[config.mk]
export PLATFORM = sky130hd
export DESIGN_NAME = ysyx_24100012_csr_trap_ctrl
export DESIGN_NICKNAME = d
export VERILOG_FILES = /design/src/rtl/ysyx_24100012_csr_trap_ctrl.sv
export SDC_FILE = /design/constraint.sdc
export NUM_CORES = 1
export LEC_CHECK = 0
export BUFFER_PORTS_ARGS = -buffer_cell sky130_fd_sc_hd__clkbuf_2
export CAP_MARGIN = 20
export CORE_MARGIN = 2
export CORE_UTILIZATION = 25
export DETAILED_ROUTE_END_ITERATION = 6
export GPL_ROUTABILITY_DRIVEN = 0
export PLACE_DENSITY = 0.43
export RECOVER_POWER = 100
export SYNTH_ARGS = -nofsm -noshare
export SYNTH_HDL_FRONTEND = slang
export SYNTH_SLANG_ARGS = --single-unit
[constraint.sdc]
create_clock -name clk -period 7.3 [get_ports clk]
set_input_delay 1.46 -clock clk [delete_from_list [all_inputs] [get_ports clk]]
set_output_delay 1.46 -clock clk [all_outputs]
set_load 0.01 [all_outputs]
[src/rtl/ysyx_24100012_csr_trap_ctrl.sv]
// Trap-entry / mret sequencer: writes mepc, mcause and mstatus, then redirects fetch.
// Define YSYX_24100012_CSR_TRAP_IRQ_EN to add the irq/irq_pc interrupt inputs.
module ysyx_24100012_csr_trap_ctrl #(
  parameter int ADDR_WIDTH = 32,
  parameter int DATA_WIDTH = 32
) (
  input  logic                  clk,
  input  logic                  rst,
  input  logic                  req_valid,
  output logic                  req_ready,
  input  logic [1:0]            req_type,
  input  logic [ADDR_WIDTH-1:0] req_pc,
  input  logic                  pipe_csr_wen,
  input  logic [11:0]           pipe_csr_idx,
  input  logic [DATA_WIDTH-1:0] pipe_csr_wdata,
  output logic                  pipe_csr_ready,
  output logic                  csr_wen,
  output logic [11:0]           csr_idx,
  output logic [DATA_WIDTH-1:0] csr_wdata,
  input  logic [DATA_WIDTH-1:0] csr_rdata,
  output logic                  redir_valid,
  output logic [ADDR_WIDTH-1:0] redir_pc,
  input  logic                  redir_ready,
`ifdef YSYX_24100012_CSR_TRAP_IRQ_EN
  input  logic                  irq,
  input  logic [ADDR_WIDTH-1:0] irq_pc,
`endif
  output logic                  busy
);

  localparam logic [2:0] S_IDLE     = 3'd0;
  localparam logic [2:0] S_MEPC     = 3'd1;
  localparam logic [2:0] S_MCAUSE   = 3'd2;
  localparam logic [2:0] S_MSTATUS  = 3'd3;
  localparam logic [2:0] S_REDIR    = 3'd4;

  localparam logic [1:0] T_ECALL = 2'b00;
  localparam logic [1:0] T_MRET  = 2'b01;
  localparam logic [1:0] T_ILL   = 2'b10;
  localparam logic [1:0] T_IRQ   = 2'b11;

  localparam logic [11:0] A_MSTATUS = 12'h300;
  localparam logic [11:0] A_MTVEC   = 12'h305;
  localparam logic [11:0] A_MEPC    = 12'h341;
  localparam logic [11:0] A_MCAUSE  = 12'h342;

  logic [2:0]            state_q, state_d;
  logic [ADDR_WIDTH-1:0] pc_q, pc_d;
  logic [1:0]            type_q, type_d;
  logic [ADDR_WIDTH-1:0] redir_pc_q, redir_pc_d;
  logic                  mie_sh_q, mie_sh_d;
  logic [ADDR_WIDTH-1:0] mtvec_sh_q, mtvec_sh_d;
  logic [ADDR_WIDTH-1:0] mepc_sh_q, mepc_sh_d;
  logic [DATA_WIDTH-1:0] mstatus_new;
  logic                  irq_take;

`ifdef YSYX_24100012_CSR_TRAP_IRQ_EN
  assign irq_take = irq && mie_sh_q;
`else
  assign irq_take = 1'b0;
`endif

  always_comb begin
    state_d        = state_q;
    pc_d           = pc_q;
    type_d         = type_q;
    redir_pc_d     = redir_pc_q;
    req_ready      = 1'b0;
    pipe_csr_ready = 1'b0;
    csr_wen        = 1'b0;
    csr_idx        = 12'h000;
    csr_wdata      = '0;
    mstatus_new    = csr_rdata;

    case (state_q)
      S_IDLE: begin
        req_ready      = !irq_take;
        pipe_csr_ready = 1'b1;
        csr_wen        = pipe_csr_wen;
        csr_idx        = pipe_csr_idx;
        csr_wdata      = pipe_csr_wdata;
`ifdef YSYX_24100012_CSR_TRAP_IRQ_EN
        if (irq_take) begin
          pc_d    = irq_pc;
          type_d  = T_IRQ;
          state_d = S_MEPC;
        end else
`endif
        if (req_valid) begin
          pc_d   = req_pc;
          type_d = req_type;
          case (req_type)
            T_MRET:  state_d = S_MSTATUS;
            T_IRQ:   state_d = S_IDLE;
            default: state_d = S_MEPC;
          endcase
        end
      end
      S_MEPC: begin
        csr_wen   = 1'b1;
        csr_idx   = A_MEPC;
        csr_wdata = DATA_WIDTH'(pc_q);
        state_d   = S_MCAUSE;
      end
      S_MCAUSE: begin
        csr_wen = 1'b1;
        csr_idx = A_MCAUSE;
        case (type_q)
          T_ILL:   csr_wdata = DATA_WIDTH'(32'h0000_0002);
          T_IRQ:   csr_wdata = DATA_WIDTH'(32'h8000_0007);
          default: csr_wdata = DATA_WIDTH'(32'h0000_000B);
        endcase
        state_d = S_MCAUSE + 3'd1;
      end
      S_MSTATUS: begin
        csr_wen = 1'b1;
        csr_idx = A_MSTATUS;
        // csr_idx is tied up by the mstatus write, so the redirect target comes from shadows.
        if (type_q == T_MRET) begin
          mstatus_new[3] = csr_rdata[7];
          mstatus_new[7] = 1'b1;
          redir_pc_d     = mepc_sh_q;
        end else begin
          mstatus_new[7] = csr_rdata[3];
          mstatus_new[3] = 1'b0;
          redir_pc_d     = mtvec_sh_q & ~(ADDR_WIDTH'(2'b11));
        end
        mstatus_new[12:11] = 2'b11;
        csr_wdata          = mstatus_new;
        state_d            = S_REDIR;
      end
      S_REDIR: begin
        if (redir_ready) state_d = S_IDLE;
      end
      default: state_d = S_IDLE;
    endcase

    if (!rst) begin
      req_ready      = 1'b0;
      pipe_csr_ready = 1'b0;
      csr_wen        = 1'b0;
      csr_idx        = 12'h000;
      csr_wdata      = '0;
    end

    mie_sh_d   = mie_sh_q;
    mtvec_sh_d = mtvec_sh_q;
    mepc_sh_d  = mepc_sh_q;
    if (csr_wen) begin
      if (csr_idx == A_MSTATUS) mie_sh_d   = csr_wdata[3];
      if (csr_idx == A_MTVEC)   mtvec_sh_d = ADDR_WIDTH'(csr_wdata);
      if (csr_idx == A_MEPC)    mepc_sh_d  = ADDR_WIDTH'(csr_wdata);
    end
  end

  always_ff @(posedge clk) begin
    if (!rst) begin
      state_q    <= S_IDLE;
      pc_q       <= '0;
      type_q     <= 2'b00;
      redir_pc_q <= '0;
      mie_sh_q   <= 1'b0;
    end else begin
      state_q    <= state_d;
      pc_q       <= pc_d;
      type_q     <= type_d;
      redir_pc_q <= redir_pc_d;
      mie_sh_q   <= mie_sh_d;
    end
  end

  // Shadows mirror CSR contents, which survive reset, so they are not cleared by it.
  always_ff @(posedge clk) begin
    mtvec_sh_q <= mtvec_sh_d;
    mepc_sh_q  <= mepc_sh_d;
  end

  assign redir_valid = rst && (state_q == S_REDIR);
  assign redir_pc    = redir_pc_q;
  assign busy        = rst && (state_q != S_IDLE);

endmodule

=== Word-level counts from Yosys, hierarchy flattened ===
Index checks and enable logic that the tools add are counted.

* Memory bits (read-only): 0
* Output and inout bits: 81
* Logic and storage cells: 44
* Memories: 0
* Register bits after elaboration: 133
* RAM bits: 0
* Latch bits: 0
* Input bits: 115

* $add $sub $neg: 0
* Reductions and logical operators: 9
* Div/mod/pow operators: 0
* Shift operators: 0
* Multipliers: 0
* Bitwise logic cells: 0
* Magnitude comparators: 0
* Equal/unequal tests: 13
* Muxes and demuxes: 16

{| class="wikitable"
|+ Operators with widths
! cell !! count
|-
| $pmux W32 S4 || 1
|-
| $mux W32 || 2
|-
| $pmux W32 S2 || 1
|-
| $pmux W12 S4 || 1
|-
| $eq A12 B10 Y1 const B || 2
|-
| $pmux W3 S5 || 1
|-
| $mux W12 || 1
|-
| $reduce_and A2 Y1 || 4
|-
| $eq A2 B2 Y1 const B || 3
|-
| $eq A3 B2 Y1 const B || 2
|-
| $mux W3 || 2
|-
| $mux W1 || 5
|-
| $eq A2 B1 Y1 const B || 2
|-
| $ne A2 B2 Y1 const B || 2
|-
| $pmux W2 S2 || 1
|-
| $eq A3 B1 Y1 const B || 1
|-
| $eq A3 B3 Y1 const B || 1
|-
| $logic_not A3 Y1 || 1
|-
| $reduce_bool A3 Y1 || 1
|-
| $reduce_or A3 Y1 || 1
|-
| $logic_and A1 B1 Y1 || 2
|-
| $pmux W1 S2 || 1
|}

=== Longest topological paths before layout ===
Gate-level depths: netlist of run 1.

* Word-level depth: 5
* Depth in mapped cells: 7
* Gate-level depth less buffers: 4

=== Worst setup path before layout of run 1 ===
OpenSTA, ideal clock, no wires.

* Kind: input -> register
* Start: input pipe_csr_idx[10]
* End: register mepc_sh_q[0] (enable)
* Path slack: 2.831 ns
* Stages: 4
* Setup time: 0.441 ns
* Arrival: 4.028 ns
* Data required time: 6.859 ns
* Path buffers: 0
* Cell sequence: or4_1 o21ai_1 a21oi_1 nor4b_2

* Longest elaborated chain between the ends: 4

{| class="wikitable"
|+ RTL lines
! item !! line !! RTL
|-
| start: declaration || 14 || <nowiki>input logic [11:0] pipe_csr_idx,</nowiki>
|-
| $pmux W12 S4 || 75 || <nowiki>case (state_q)</nowiki>
|-
| $mux W12 || 138 || <nowiki>if (!rst) begin</nowiki>
|-
| $eq A12 B10 Y1 || 152 || <nowiki>if (csr_idx == A_MEPC) mepc_sh_d = ADDR_WIDTH'(csr_wdata);</nowiki>
|-
| $reduce_and A2 Y1 (no source line) || -- ||
|-
| end signal: assignment || 175 || <nowiki>mepc_sh_q <= mepc_sh_d;</nowiki>
|-
| end: declaration || 53 || <nowiki>logic [ADDR_WIDTH-1:0] mepc_sh_q, mepc_sh_d;</nowiki>
|}

Every way passes these cells.
A chain may end at the register's enable or synchronous reset.

=== Worst setup path in the final report of run 1 ===
* Start: register state_q[1]
* End: output csr_wdata[10]

* Longest elaborated chain between the ends: 3
* Elaborated cells on any way between the ends: 6
* Classes of those cells: eq/ne: 3; mux: 2; reduce/logical: 1

{| class="wikitable"
|+ RTL lines
! item !! line !! RTL
|-
| start: declaration || 47 || <nowiki>logic [2:0] state_q, state_d;</nowiki>
|-
| start signal: assignment || 164 || <nowiki>state_q <= state_d;</nowiki>
|-
| $eq A3 B2 Y1, or another cell as far along || 75 ||
|-
| $pmux W32 S4 (*) || 75 ||
|-
| $mux W32 (*) || 138 ||
|-
| end: declaration || 19 || <nowiki>output logic [DATA_WIDTH-1:0] csr_wdata,</nowiki>
|}

Mark *: on every way between the ends. The rest lies on a longest branch, timed or not.

==> flow_summary.ini, run 1 <==
[cells_and_area]
n_antenna_cell = 0
design_area_sq_um = 7515
nets = 820
multiInputGateArea_sq_um = 2371
area_delta_synth_final_pct = 28.94
final_cells = 1031
register_area_sq_um = 3244
fillers = 2427
layout-drive-gt1-share_pct = 26.46

[job]
max_cap_viol_count = 4

[timing]
clock_skew_ns = 0.008191
worstMarginPinSlew_ns = 2.918
clock.fmax_mhz = 177.8
rsz0062_at_grt = false
tns_ns = 0
slew_violations = 134
slew-limit-headroom_pct = -95.24
finalCritPeriodShare_pct = 77.06
min_period_ns = 5.626
final-setup-viol-count = 0
hold_viol_final = 0

[clock_network]
cts-resized-gates = 0
h-tree-depth = 4
cts_tree = done
cts_sinks = 131
post-cts-setup-buffers = 0
clock_path_buffers = 2
numCtsBuffers = 17
clk_pin_slew_ns = 0.06
clkLatencyLatePin_ns = 0.41
cts_hold_buf = 0
root_buffer = clkbuf_16

[synth]
synth.largest_area_cell = edfxtp_1
synthesis.nets = 644
yosysMostFrequentCell = nand2_1
synthArstFlopShare_pct = 0
syn-cell-area_sq_um = 5828
yosysWarningCount = 0
synth_ff_type = dfxtp_1
syn_area_per_cell_sq_um = 11.02
synth.area.top_cells = edfxtp_1 (32%), dfxtp_1 (24%), nand2_1 (6.6%), mux2i_1 (5.8%), o211a_1 (5.2%)
synth.distinct_cells = 41
synth-seq-cells = 131
synth-edff-count = 62
ys_seq_area_share_pct = 55.65
synth_cells = 529
synth_top_cell_area_share_pct = 31.95
ys_top_cells_by_count = nand2_1 (103), dfxtp_1 (69), edfxtp_1 (62)

[global_route]
first_global_vias = 4856
antenna_found_initial = 0
grt_pass1_wl_microns = 27260
grt_max_degree = 65
grt_remaining_overflow = 0
grtUsageTotal_pct = 14.59

[die]
coreArea_sq_um = 22780
die_w_microns = 156.7
rows = 55
ios = 196
dieArea_sq_um = 24550
die_y_microns = 156.7
initial_core_util_pct = 25.59

[setup_path]
reg2reg_from = state_q[1]
setup.worst_path.end_class = output pin
crit_required_ns = 5.84
worstSetupPathType = reg -> out
worst_ep_arrival_time_ns = 4.17
cpMaxStageDelayCell = nor2_1
cpMostUsedCell = nor2_1
cp-start-kind = register
cp_cell_sequence = buf_4 -> nor2_1 -> a22oi_1 -> nor2_1 -> clkbuf_1
cp_max_fo = 46
crit_start = state_q[1]
crit_path_max_incr_delay_ns = 2.22

[place]
placedCellCount = 999
port_buffers = 193
placed_cell_area_sq_um = 7076
dp_hpwl_microns = 11490

[detailed_routing]
wl_per_cell_microns = 16.97
drcViolationCount = 0
drt-total-wl_microns = 17500
ant_nets = 0
drtIter0Drc = 225
num_vias = 4624
drt_pre_antenna_iters = 4
via_per_inst = 4.485

[pwr]
cellPowerDensity_nw_per_um2 = 257.8
comb_power_share_pct = 15.5
power_frac_seq_pct = 42.3
p_sw_share_pct = 27.93
peakVddDrop_mv = 0.1189
totalPowerFinal_mw = 1.937
cellLeakagePower_nw = 3.133
p_clk_share_pct = 42.2
p_int_mw = 1.396
p_switching_mw = 0.5409

[min_path]
hp-start = pc_q[26]
min_path_type = reg -> reg

[run_status]
status = finished, violations left
violations = capacitance limit, slew limit
## flip-flops by register name, summed over array words and instances (netlist names)
| register | flops |
|---|---|
| mtvec_sh_q | 30 |
| mepc_sh_q | 32 |
| type_q | 2 |
| state_q | 3 |
| redir_pc | 32 |
| pc_q | 32 |
## path summary, 6_finish.rpt
path                         end  slack (ns)  cells after the start
hold reg to reg         pc_q[26]        0.46                      2
setup reg to reg  mtvec_sh_q[20]        1.84                      6
hold / removal          pc_q[26]        0.46                      2
setup / recovery   csr_wdata[10]        1.67                      5
## layer usage
metal / up-vias / share of wire [%] / GRT usage [%]
li1: 2261 / - / -
met1: 2224 / 47 / 18.71
met2: 127 / 47 / 24.10
met3: 12 / 4.7 / 3.683
met4: 0 / 1.2 / 4.587
met5: - / 0 / 0
## layout make-up
class	instances	area share, %
Multi-Input combinational cell	349	31.55
Clock buffer	17	5.661
Timing Repair Buffer	202	12.24
Clock inverter	15	1.965
Sequential cell	131	43.17
Inverter	4	0.1998
Tap cell	313	5.211
## cells by family (layout without fill, tap and decap cells)
| family | after synthesis | count (layout) | synth area share, % |
|---|---|---|---|
| AND/OR/NAND/NOR | 170 | 170 | 12.77 |
| flip-flops | 131 | 131 | 55.65 |
| AO/OA/AOI/OAI | 119 | 119 | 16.49 |
| multiplexers | 60 | 60 | 11.06 |
| buffers and inverters | 49 | 238 | 4.036 |
## metrics by stage
step / setup WS [ns] / utilization [%] / hold slack (ns)
after floorplan: 2.831 / - / 0.4319
after CTS: 2.462 / 33.58 / 0.4546
after global routing: 1.180 / 32.99 / 0.4717
after detailed placement: 2.461 / 31.06 / 0.4460
final: 1.674 / 32.99 / 0.4554
after global placement: 2.486 / 31.06 / 0.4394
## worst max-delay path: cells and delay by family (launching register included)
family | cells | cell delay [ns]
simple gates | 2 | 2.52
flops | 1 | 0.31
compound gates | 1 | 0.38
buf+inv | 2 | 0.52
## power by group through the flow
stage	sequential (mW)	clock, mW	combinational (mW)
3_5_place_dp	0.835	0	0.318
5_1_grt	0.822	0.875	0.334
6_report	0.819	0.817	0.301
3_3_place_gp	0.834	0	0.313
2_1_floorplan	0.834	0	0.195
4_1_cts	0.819	0.846	0.319
## cells in the final DEF (no fill, tap or decap), types with 2 or more instances in the layout
| master | count |
|---|---|
| a211oi_1 | 2 |
| nand2_1 | 103 |
| clkbuf_2 | 111 |
| nand2b_1 | 2 |
| inv_1 | 4 |
| o21a_1 | 4 |
| and3_1 | 8 |
| nand3_1 | 2 |
| buf_4 | 6 |
| o211a_1 | 30 |
| clkbuf_1 | 85 |
| nand3b_1 | 2 |
| o21ai_0 | 9 |
| clkbuf_16 | 17 |
| clkinvlp_4 | 4 |
| mux2_2 | 25 |
| o211ai_1 | 2 |
| mux2i_1 | 34 |
| a22oi_1 | 24 |
| nor2_1 | 39 |
| clkinv_2 | 2 |
| inv_6 | 6 |
| a31oi_1 | 2 |
| nor2b_1 | 2 |
| a21boi_1 | 3 |
| a21oi_1 | 7 |
| or3b_2 | 2 |
| dfxtp_1 | 68 |
| edfxtp_1 | 62 |
| a21boi_0 | 27 |
| a21boi_2 | 6 |
(Power assumes the default switching activity.)
==> run 2: changes to the inputs <==
--- a/config.mk
+++ b/config.mk
@@ -11,7 +11,7 @@
 export CORE_UTILIZATION = 25
 export DETAILED_ROUTE_END_ITERATION = 6
 export GPL_ROUTABILITY_DRIVEN = 0
-export PLACE_DENSITY = 0.43
+export PLACE_DENSITY = 0.45
 export RECOVER_POWER = 100
 export SYNTH_ARGS = -nofsm -noshare
 export SYNTH_HDL_FRONTEND = slang
==> constraint.sdc (replaced) <==
create_clock -name clk -period 4.9 [get_ports clk]
set_input_delay 0.98 -clock clk [delete_from_list [all_inputs] [get_ports clk]]
set_output_delay 0.98 -clock clk [all_outputs]
set_load 0.01 [all_outputs]
==> flow_summary.ini, run 2 (same netlist as run 1, synthesis figures left out) <==
[global_route]
grt_pass1_wl_microns = 27240
grt_remaining_overflow = 0
antenna_found_initial = 0
grt_max_degree = 64
first_global_vias = 4759
grtUsageTotal_pct = 14.80

[die]
dieArea_sq_um = 24550
rows = 55
initial_core_util_pct = 25.59
ios = 196
die_y_microns = 156.7
die_w_microns = 156.7
coreArea_sq_um = 22780

[setup_path]
worstSetupPathType = reg -> reg
cp-start-kind = register
r2r-end = redir_pc[29]
rr_worst_depth = 5
worst_ep_arrival_time_ns = 4.25
reg2reg_from = state_q[0]
setup.worst_path.end_class = register
crit_required_ns = 5.21
cpMaxStageDelayCell = clkbuf_1
cp_cell_sequence = nand2_1 -> nor2_4 -> clkbuf_1 -> nand2_1 -> o211a_1
crit_path_max_incr_delay_ns = 2.02
cpMostUsedCell = nand2_1
cp_max_fo = 63
reg2reg_slack_ns = 0.96

[timing]
clock.fmax_mhz = 253.5
slew_violations = 99
finalCritPeriodShare_pct = 80.51
min_period_ns = 3.945
rsz0062_at_grt = false
hold_viol_final = 0
worst_hold_slack_ns = 0.4531
clock_skew_ns = 0.01108
tns_ns = 0
postLayoutSetupSlackWorst_ns = 0.9552
worstMarginPinSlew_ns = 2.862
final-setup-viol-count = 0
slew-limit-headroom_pct = -90.77

[cells_and_area]
nets = 820
final_common_cell = clkbuf_2
layout-drive-gt1-share_pct = 26.46
fillers = 2383
final_cell_mix = clkbuf_2 (115), nand2_1 (103), clkbuf_1 (83)
area_delta_synth_final_pct = 29.03
n_antenna_cell = 0

[pwr]
cellPowerDensity_nw_per_um2 = 391.6
peakVddDrop_mv = 0.1960
p_clk_share_pct = 43.2
p_int_mw = 2.093
power_frac_seq_pct = 42.1
p_sw_share_pct = 28.93
cellLeakagePower_nw = 3.146
comb_power_share_pct = 14.7
p_switching_mw = 0.8520

[detailed_routing]
drt_pre_antenna_iters = 4
ant_nets = 0
wl_per_cell_microns = 17.63
num_vias = 4719
drcViolationCount = 0
via_per_inst = 4.577
drtIter0Drc = 251
drt-total-wl_microns = 18170

[min_path]
hp-start = pc_q[10]
whs_endpoint = pc_q[10]
min_path_type = reg -> reg
hold_depth = 2

[clock_network]
clock_path_buffers = 2
clkLatencyLatePin_ns = 0.42
root_buffer = clkbuf_16
cts-resized-gates = 0
h-tree-depth = 4
cts_hold_buf = 0
numCtsBuffers = 17
cts_sinks = 131
cts_tree = done
post-cts-setup-buffers = 0
clk_pin_slew_ns = 0.07

[run_status]
status = finished, violations left
violations = capacitance limit, slew limit

[place]
dp_slack_ns = 1.251
dp_hpwl_microns = 12120
port_buffers = 193

[job]
max_cap_viol_count = 2
run 2: power by group through the flow:
stage / registers [mW] / clock network [mW] / logic, mW
6_report: 1.24 / 1.27 / 0.433
5_1_grt: 1.25 / 1.35 / 0.478
4_1_cts: 1.24 / 1.31 / 0.459
3_5_place_dp: 1.26 / 0 / 0.458
3_3_place_gp: 1.26 / 0 / 0.447
2_1_floorplan: 1.24 / 0 / 0.290
run 2: worst max-delay path by stage:
stage	start	to	slack [ns]	depth (start not counted)
finish	state_q[0]	redir_pc[29]	0.96	5
global route	state_q[0]	redir_pc[29]	0.56	5
CTS	state_q[1]	csr_wdata[3]	1.19	5
detailed placement	rst	csr_wdata[31]	1.25	4
global placement	rst	csr_wdata[31]	1.29	4
floorplan	pipe_csr_idx[10]	mepc_sh_q[0]	0.91	4
run 2: metrics by stage:
step	area (sq um)	total power, mW	util (%)	cells
global route	7520	3.072	33.01	1031
detailed placement	7076	1.722	31.06	999
floorplan	5828	1.533	-	529
global placement	7076	1.709	31.06	999
CTS	7662	3.008	33.64	1031
finish	7520	2.945	33.01	1031
run 2: area by class of cell:
cell class	count	area [sq um]	share of cell area (%)
flip-flops and latches	131	3246	43.16
repair buffers	202	917.1	12.20
multi-input cells	349	2364	31.43
clock buffers	17	425.4	5.657
well taps	313	391.6	5.208
clock inverters	15	161.4	2.146
inverters	4	15.01	0.1997
run 2: per-layer routing:
layer	global-route usage [%]	wire, microns	vias to the layer above
li1	-	-	2253
met1	18.62	8340	2329
met2	25.24	8908	121
met3	3.295	702	16
met4	4.675	221	0
met5	0	0	-
run 2: critical path, delay by kind of cell (launching register included):
family	cells	cell delay, ns
AOI/OAI and AO/OA	1	0.25
buffers and inverters	1	2.02
DFF	1	0.76
and+or+nand+nor	3	0.72
==> run 3: changes to the inputs <==
==> constraint.sdc (replaced) <==
create_clock -name clk -period 3.6 [get_ports clk]
set_input_delay 0.72 -clock clk [delete_from_list [all_inputs] [get_ports clk]]
set_output_delay 0.72 -clock clk [all_outputs]
set_load 0.01 [all_outputs]
==> flow_summary.ini, run 3 (same netlist as run 1, synthesis figures left out) <==
[cells_and_area]
final_cell_mix = clkbuf_2 (121), nand2_1 (103), clkbuf_1 (80)
fillers = 2371
design_area_sq_um = 7567
multiInputGateArea_sq_um = 2327
nets = 828
final_common_cell = clkbuf_2
register_area_sq_um = 3246
area_delta_synth_final_pct = 29.84
n_antenna_cell = 0
layout-drive-gt1-share_pct = 27.27

[global_route]
grt.busiest_layer = met2
grt_pass1_wl_microns = 27100
grt_use_met1_pct = 18.72
use_met2_pct = 24.44
antenna_found_initial = 0
grt_max_degree = 64
grtUsageTotal_pct = 14.71
first_global_vias = 4742
grt_remaining_overflow = 0
grtUsageMet3_pct = 3.960

[timing]
postLayoutSetupSlackWorst_ns = 0.3981
slew_violations = 0
worstMarginPinSlew_ns = 1.328
final-setup-viol-count = 0
clock_skew_ns = 0.007059
rsz0062_at_grt = false
clock.fmax_mhz = 312.3
worst_hold_slack_ns = 0.4538
slew-limit-headroom_pct = 11.46
finalCritPeriodShare_pct = 88.94
min_period_ns = 3.202
tns_ns = 0
hold_viol_final = 0

[setup_path]
cp_cell_sequence = buf_4 -> nor2_1 -> buf_4 -> a22oi_1 -> nor2_1 -> clkbuf_1
critPathBufInv = 3
crit_path_max_incr_delay_ns = 0.54
crit_required_ns = 2.88
reg2reg_from = state_q[1]
cpMaxStageDelayCell = nor2_1
worst_ep_arrival_time_ns = 2.48
reg2reg_slack_ns = 0.49
cp_max_fo = 19
r2r-end = mtvec_sh_q[25]
setup.worst_path.end_class = output pin
crit_family = buffers and inverters
worstSetupPathType = reg -> out
cp-start-kind = register
rr_worst_depth = 7

[detailed_routing]
drt_pre_antenna_iters = 4
wl_per_cell_microns = 17.15
num_vias = 4706
ant_nets = 0
drt-total-wl_microns = 17820
via_per_inst = 4.529
drtIter0Drc = 272
drcViolationCount = 0

[clock_network]
post-cts-setup-buffers = 0
root_buffer = clkbuf_16
clock_path_buffers = 2
h-tree-depth = 4
cts-resized-gates = 0
clk_pin_slew_ns = 0.06
cts_hold_buf = 0
numCtsBuffers = 17
cts_sinks = 131
clkLatencyLatePin_ns = 0.41
cts_tree = done

[min_path]
hp-start = pc_q[21]
hold_depth = 2
min_path_type = reg -> reg
whs_endpoint = pc_q[21]

[run_status]
status = completed

[place]
placed_cell_area_sq_um = 7136
port_buffers = 193
dp_hpwl_microns = 12290
dp_slack_ns = 0.7742

[die]
rows = 55
ios = 196
die_w_microns = 156.7
dieArea_sq_um = 24550
initial_core_util_pct = 25.59
die_y_microns = 156.7
coreArea_sq_um = 22780

[pwr]
cellLeakagePower_nw = 3.198
peakVddDrop_mv = 0.2500
cellPowerDensity_nw_per_um2 = 535.7

[job]
max_cap_viol_count = 0
[run 3: cell count changes in the layout (fill, tap and decap cells not counted), sizes merged]
cell | previous run | this run
clkinv | 1 | 5
inv | 14 | 4
bufinv | 1 | 4
clkbuf | 215 | 218
buf | 4 | 13
clkinvlp | 3 | 2
[run 3: cell type report]
cell class,count,area share [%]
inverter,4,0.1984
clock buffer,21,5.820
tap,313,5.175
clock inverter,11,2.133
sequential,131,42.89
timing repair buffer,210,13.03
multi-input combinational,349,30.75
[run 3: worst max-delay path by stage]
stage                           startpoint             to  slack (ns)  cells after the start
after global routing            state_q[1]  csr_wdata[26]        0.16                      6
after global placement                 rst  mepc_sh_q[21]        0.83                      7
final                           state_q[1]  csr_wdata[26]        0.40                      6
after detailed placement               rst  csr_wdata[26]        0.77                      5
after CTS                       state_q[2]  csr_wdata[26]        0.43                      4
after floorplan           pipe_csr_idx[10]   mepc_sh_q[0]        0.57                      4
[run 3: tightest hold or removal path, cell delays in order, from the launching register on]
cell	delay, ns
dfxtp_1	0.31
nand2_1	0.05
a21boi_1	0.05
[run 3: power by group]
group	internal [mW]	switching (mW)
logic	0.241	0.357
clock network	1.15	0.628
registers	1.63	0.0443
total	3.02	1.03
[run 3: per-layer routing]
metal	up-vias	wire, microns
met2	145	8591
li1	2260	-
met1	2285	7993
met3	16	971
met5	-	0
met4	0	265
[run 3: stage by stage]
stage / utilization, % / std cells / power (mW)
floorplan: - / 529 / 2.090
global placement: 31.33 / 1007 / 2.337
detailed placement: 31.33 / 1007 / 2.351
CTS: 33.97 / 1039 / 4.152
global route: 33.22 / 1039 / 4.259
finish: 33.22 / 1039 / 4.054
